File: config.mk
export PLATFORM = sky130hd
export DESIGN_NAME = sys_bus_arbiter
export DESIGN_NICKNAME = d
export VERILOG_FILES = /design/src/rtl/sys_bus_arbiter.sv
export SDC_FILE = /design/constraint.sdc
export NUM_CORES = 1
export LEC_CHECK = 0
export ABC_AREA = 1
export ABC_CLOCK_PERIOD_IN_PS = 14700
export CORE_AREA = 4 4 207 209
export DETAILED_ROUTE_END_ITERATION = 16
export DIE_AREA = 0 0 211 213
export GPL_TIMING_DRIVEN = 1
export PLACE_DENSITY_LB_ADDON = 0.25
export REMOVE_ABC_BUFFERS = 1
export SLEW_MARGIN = 20
export SYNTH_ARGS = -nofsm -noshare
export SYNTH_HDL_FRONTEND = slang
export SYNTH_SLANG_ARGS = --single-unit
File: constraint.sdc
create_clock -name clk -period 14.7 [get_ports clk]
set_input_delay 4.41 -clock clk [delete_from_list [all_inputs] [get_ports clk]]
set_output_delay 4.41 -clock clk [all_outputs]
set_load 0.02 [all_outputs]
File: src/rtl/sys_bus_arbiter.sv
// Multi-master request/grant/acknowledge arbiter in front of the single sys_bus port.
// Fixed-priority or round-robin selection, multi-cycle slaves via bus_ready, per-transaction timeout.
module sys_bus_arbiter #(
    parameter int unsigned N_MASTERS   = 2,
    parameter int unsigned ADDR_W      = 64,
    parameter int unsigned DATA_W      = 64,
    parameter int unsigned CTRL_W      = 3,
    parameter int unsigned RR_MODE     = 0,
    parameter int unsigned TIMEOUT_CYC = 16,
    parameter int unsigned GID_W       = $clog2(N_MASTERS)
) (
    input  logic                          clk,
    input  logic                          rst,
    input  logic [N_MASTERS-1:0]          m_req,
    input  logic [N_MASTERS*CTRL_W-1:0]   m_rd_ctrl,
    input  logic [N_MASTERS*CTRL_W-1:0]   m_wr_ctrl,
    input  logic [N_MASTERS*ADDR_W-1:0]   m_addr,
    input  logic [N_MASTERS*DATA_W-1:0]   m_din,
    output logic [DATA_W-1:0]             m_dout,
    output logic [N_MASTERS-1:0]          m_ack,
    output logic                          m_err,
    output logic [N_MASTERS-1:0]          m_stall,
    output logic [CTRL_W-1:0]             bus_rd_ctrl,
    output logic [CTRL_W-1:0]             bus_wr_ctrl,
    output logic [ADDR_W-1:0]             bus_addr,
    output logic [DATA_W-1:0]             bus_din,
    input  logic [DATA_W-1:0]             bus_dout,
    input  logic                          bus_ready,
    output logic                          busy,
    output logic [GID_W-1:0]              grant_id
);

    localparam int unsigned CNT_W   = $clog2(TIMEOUT_CYC + 1) > 0 ? $clog2(TIMEOUT_CYC + 1) : 1;
    localparam bit          TO_EN   = (TIMEOUT_CYC != 0);
    localparam logic [CNT_W-1:0] TO_LAST = TO_EN ? CNT_W'(TIMEOUT_CYC - 1) : '0;

    typedef enum logic [1:0] {
        S_IDLE = 2'd0,
        S_BUSY = 2'd1,
        S_DONE = 2'd2
    } state_t;

    state_t                 r_state;
    logic [GID_W-1:0]       r_gid;
    logic [GID_W-1:0]       r_ptr;
    logic [CNT_W-1:0]       r_cnt;
    logic [DATA_W-1:0]      r_dout;
    logic [N_MASTERS-1:0]   r_ack;
    logic                   r_err;
    logic                   r_busy;
    logic [CTRL_W-1:0]      r_bus_rd;
    logic [CTRL_W-1:0]      r_bus_wr;
    logic [ADDR_W-1:0]      r_bus_addr;
    logic [DATA_W-1:0]      r_bus_din;

    logic [N_MASTERS-1:0]   w_elig;
    logic                   w_any;
    logic [GID_W-1:0]       w_win;
    int unsigned            w_dist;
    int unsigned            w_best;
    logic [CTRL_W-1:0]      w_sel_rd;
    logic [CTRL_W-1:0]      w_sel_wr;
    logic [ADDR_W-1:0]      w_sel_addr;
    logic [DATA_W-1:0]      w_sel_din;
    logic [N_MASTERS-1:0]   w_gnt_oh;

    // A request only counts when it carries an actual read or write code.
    for (genvar gi = 0; gi < N_MASTERS; gi++) begin : g_elig
        assign w_elig[gi] = m_req[gi] &
                            ((|m_rd_ctrl[gi*CTRL_W +: CTRL_W]) | (|m_wr_ctrl[gi*CTRL_W +: CTRL_W]));
    end

    // Winner = eligible master with the smallest distance from the priority origin.
    always_comb begin
        w_any  = 1'b0;
        w_win  = '0;
        w_dist = 0;
        w_best = N_MASTERS;
        for (int i = 0; i < N_MASTERS; i++) begin
            if (RR_MODE != 0)
                w_dist = (unsigned'(i) + N_MASTERS - 1 - 32'(r_ptr)) % N_MASTERS;
            else
                w_dist = unsigned'(i);
            if (w_elig[i] && (w_dist < w_best)) begin
                w_best = w_dist;
                w_win  = GID_W'(i);
                w_any  = 1'b1;
            end
        end
    end

    always_comb begin
        w_sel_rd   = '0;
        w_sel_wr   = '0;
        w_sel_addr = '0;
        w_sel_din  = '0;
        for (int i = 0; i < N_MASTERS; i++) begin
            if (w_win == GID_W'(i)) begin
                w_sel_rd   = m_rd_ctrl[i*CTRL_W +: CTRL_W];
                w_sel_wr   = m_wr_ctrl[i*CTRL_W +: CTRL_W];
                w_sel_addr = m_addr[i*ADDR_W +: ADDR_W];
                w_sel_din  = m_din[i*DATA_W +: DATA_W];
            end
        end
    end

    always_comb begin
        w_gnt_oh = '0;
        for (int i = 0; i < N_MASTERS; i++) begin
            w_gnt_oh[i] = (r_gid == GID_W'(i));
        end
    end

    // Arbitration FSM: IDLE picks a winner, BUSY holds the bus, DONE is the one-cycle ack slot.
    always_ff @(posedge clk or posedge rst) begin
        if (rst) begin
            r_state    <= S_IDLE;
            r_gid      <= '0;
            r_ptr      <= GID_W'(N_MASTERS - 1);
            r_cnt      <= '0;
            r_dout     <= '0;
            r_ack      <= '0;
            r_err      <= 1'b0;
            r_busy     <= 1'b0;
            r_bus_rd   <= '0;
            r_bus_wr   <= '0;
            r_bus_addr <= '0;
            r_bus_din  <= '0;
        end else begin
            case (r_state)
                S_IDLE: begin
                    r_ack <= '0;
                    r_err <= 1'b0;
                    if (w_any) begin
                        r_bus_rd   <= w_sel_rd;
                        r_bus_wr   <= w_sel_wr;
                        r_bus_addr <= w_sel_addr;
                        r_bus_din  <= w_sel_din;
                        r_gid      <= w_win;
                        r_ptr      <= w_win;
                        r_cnt      <= '0;
                        r_busy     <= 1'b1;
                        r_state    <= S_BUSY;
                    end
                end
                S_BUSY: begin
                    if (bus_ready) begin
                        r_dout     <= bus_dout;
                        r_ack      <= w_gnt_oh;
                        r_err      <= 1'b0;
                        r_bus_rd   <= '0;
                        r_bus_wr   <= '0;
                        r_bus_addr <= '0;
                        r_bus_din  <= '0;
                        r_busy     <= 1'b0;
                        r_state    <= S_DONE;
                    end else if (TO_EN && (r_cnt == TO_LAST)) begin
                        r_dout     <= '0;
                        r_ack      <= w_gnt_oh;
                        r_err      <= 1'b1;
                        r_bus_rd   <= '0;
                        r_bus_wr   <= '0;
                        r_bus_addr <= '0;
                        r_bus_din  <= '0;
                        r_busy     <= 1'b0;
                        r_state    <= S_DONE;
                    end else if (TO_EN) begin
                        r_cnt <= r_cnt + CNT_W'(1);
                    end
                end
                S_DONE: begin
                    r_ack   <= '0;
                    r_err   <= 1'b0;
                    r_state <= S_IDLE;
                end
                default: begin
                    r_ack   <= '0;
                    r_err   <= 1'b0;
                    r_busy  <= 1'b0;
                    r_state <= S_IDLE;
                end
            endcase
        end
    end

    assign m_dout      = r_dout;
    assign m_ack       = r_ack;
    assign m_err       = r_err;
    assign m_stall     = m_req & ~r_ack;
    assign bus_rd_ctrl = r_bus_rd;
    assign bus_wr_ctrl = r_bus_wr;
    assign bus_addr    = r_bus_addr;
    assign bus_din     = r_bus_din;
    assign busy        = r_busy;
    assign grant_id    = r_gid;

endmodule

==> impl_metrics.tcl <==
set metrics [dict create \
    run_status "completed" \
    hpwl_um 30900 \
    grt-busiest-layer "met2" \
    max_cap_violations 0 \
    grt_pass1_vias 11100 \
    yosys_warnings 0 \
    cts_tree "built" \
    regToRegEndpoint "bus_addr[1]" \
    grt_use_met1_pct 20.7 \
    placed_cells_incl_taps 2365 \
    path_class "in -> out" \
    drtIter0Drc 526 \
    cp-start-kind "input port" \
    met2_usage_pct 31.1 \
    wirelength_um 42900 \
    finalCritPeriodShare_pct 68.6 \
    synth-seq-cells 210 \
    post_drt_wl_per_cell_um 17.8 \
    antenna_found_initial 2 \
    yosysUniqueCellTypes 20 \
    synth_compound_area_share_pct 0.379 \
    final.setup.tns_ns 0 \
    hold_buffers 0 \
    drive_gt1_share_pct 3.35 \
    vias_per_cell 4.56 \
    post_cts_resized 0 \
    fin_skew_ns 0.0201 \
    synth_ff_type "dfrtp_1" \
    synth_area_leaders "dfrtp_1 51%, nand2_1 25%, nand3_1 16%" \
    die_h_um 213 \
    cp-end-kind "output pin" \
    num_rows 74 \
    htreeDepth 1 \
    overflow 0 \
    critPathTopFamily "buffers and inverters" \
    synth.most_common_cell "nand2_1" \
    synth_common_cells "681 x nand2_1, 334 x nand3_1, 210 x dfrtp_1" \
    dieWidth_um 211 \
    dp_slack_ns 4.61 \
    drcViolationCount 0 \
    utilization_pct 41.2 \
    crit_top_cell "clkdlybuf4s50_1" \
    power_mw 3.23 \
    max_stage_delay_ns 0.60 \
    async_flop_share_pct 100 \
    cts_setup_buffers 0 \
    clock_latency_ns 0.54 \
    ys_seq_area_share_pct 51.4 \
    max-slew-margin-rel_pct 32.4 \
    synth_edf_count 0 \
    worst-path-buf-inv 3 \
    drt.antenna.violating_nets 0 \
    crit_fanout 2 \
    coreArea_mm2 0.0408 \
    clock_sinks 210 \
    synth_area_leader_cell "dfrtp_1" \
    synthXorXnorAreaFrac_pct 0 \
    grt_pass1_wl_um 64400 \
    stdcell_count 2412 \
    r2r_cells 9 \
    min_to "m_dout[59]" \
    min_path_cells 2 \
    fmax_mhz 99.1 \
    rsz0062_at_grt "no" \
    drt_pass1_iterations 5 \
    die-area_mm2 0.0449 \
    synth-simple-area-share_pct 42.4 \
    synth.top_cell.area_share_pct 51.4 \
    clock-root-buffer "clkbuf_16" \
    netlist_area_mm2 0.0102 \
    ff2ff_setup_slack_ns 10.82 \
    place.gp.congestion 0.824 \
    arrival_ns 5.68 \
    cellLeakagePower_nw 8.27 \
    synth_cells 1386 \
    power-per-cell-area_mw_per_mm2 192 \
    period_minus_slack_ns 10.09 \
    ios 542 \
    setup_viol_count_final 0 \
    syn_to_final_growth_pct 64.3 \
    avgSynthCellArea_um2 7.38 \
    slew_viol_final 0 \
    setup_ws_ns 4.61 \
    holdCritPathClass "reg -> reg" \
    cp_data_required_time_ns 10.29 \
    vdd_drop_max_uv 121 \
    synth_top_family_by_area "simple AND/OR/NAND/NOR gates" \
    layout.nets 2200 \
    clk_pin_slew_ns 0.06 \
    numCtsBuffers 26 \
    min_from "m_dout[59]" \
    worst_slew_pin_slew_ns 1.01 \
    vias 11000 \
    synth_fa_ha_area_share_pct 0.245 \
    start_util_pct 25.1 \
    io_buffers 541 \
    crit_chain "clkdlybuf4s50_1 -> inv_1 -> nor2_1 -> clkdlybuf4s50_1" \
    grt_max_degree 100 \
    hold_viol_final 0 \
    grtUsageMet3_pct 7.46 \
    r2r-start "r_state[1]" \
    synthMuxAreaShare_pct 0 \
    cts_buffer_depth 3 \
    grt_use_total_pct 17.9 \
    crit_slowest_cell "clkdlybuf4s50_1" \
]
how the worst max path moves through the flow:
stage / from / end / slack (ns) / depth (start not counted)
final: m_req[0] / m_stall[0] / 4.61 / 4
after global routing: m_req[0] / m_stall[0] / 4.55 / 4
after CTS: m_req[0] / m_stall[0] / 4.61 / 4
after detailed placement: m_req[0] / m_stall[0] / 4.61 / 4
after global placement: m_req[0] / m_stall[0] / 4.59 / 4
after floorplan: rst / bus_addr[0] / 4.55 / 1
per-layer routing:
metal | wire length (um) | up-vias
met4 | 1090 | 0
met2 | 20700 | 425
met3 | 4650 | 62
met1 | 16500 | 5143
met5 | 0 | -
li1 | - | 5377
worst register-to-register path, cell delays in order, from the launching register on:
cell and delay, ns:
dfrtp_1 0.40, nor2_4 0.10, buf_4 0.56, nand2_1 0.23, nand2_2 0.15, nand3_4 0.52
inv_4 0.74, buf_4 0.75, nand2_1 0.24, nand2_1 0.11
where the power goes:
group          switching (mW)  internal (mW)  total (mW)  leakage [nW]
clock                   0.254          0.396       0.650         0.430
combinational           0.992          0.642        1.63          5.14
sequential              0.129          0.816       0.945          2.70
total                    1.38           1.85        3.23          8.27
final cells by class:
class | instances | area, um2
multi-input combinational | 1048 | 4430
antenna | 1 | 2.50
clock buffer | 38 | 767
timing repair buffer | 552 | 5490
inverter | 23 | 101
sequential | 210 | 5260
clock inverter | 8 | 104
tap | 532 | 666
fill | 4138 | 24000
cell families (layout without fill, tap and decap cells):
logic type,after synthesis,after routing
buffers and inverters,128,621
AOI/OAI and AO/OA,7,7
other,0,1
and+or+nand+nor,1039,1039
adders and majority gates,2,2
DFF,210,210
through the flow:
| stage | hold WS, ns | area, um2 |
|---|---|---|
| 2_1_floorplan | 0.475 | 9750 |
| 3_3_place_gp | 0.453 | 15900 |
| 3_5_place_dp | 0.458 | 15900 |
| 4_1_cts | 0.474 | 16800 |
| 5_1_grt | 0.497 | 16800 |
| 6_report | 0.471 | 16800 |
flip-flops by register name (all words and copies together) (netlist names):
| register | flops |
|---|---|
| bus_wr_ctrl | 3 |
| bus_rd_ctrl | 3 |
| grant_id | 1 |
| r_cnt | 5 |
| bus_din | 64 |
| bus_addr | 64 |
| busy | 1 |
| r_state | 2 |
| m_ack | 2 |
| m_err | 1 |
| m_dout | 64 |
cell usage in the layout, fill, tap and decap left out, types with 3 or more instances in the layout:
| master | count |
|---|---|
| nand3_1 | 334 |
| dfrtp_1 | 210 |
| clkbuf_16 | 27 |
| clkdlybuf4s50_1 | 540 |
| o21ai_0 | 5 |
| clkbuf_1 | 6 |
| inv_1 | 17 |
| clkbuf_8 | 5 |
| inv_4 | 3 |
| nor2_1 | 18 |
| nand2_1 | 680 |
| buf_4 | 11 |
| clkinv_2 | 3 |
Power figures use the tool's default switching activity.
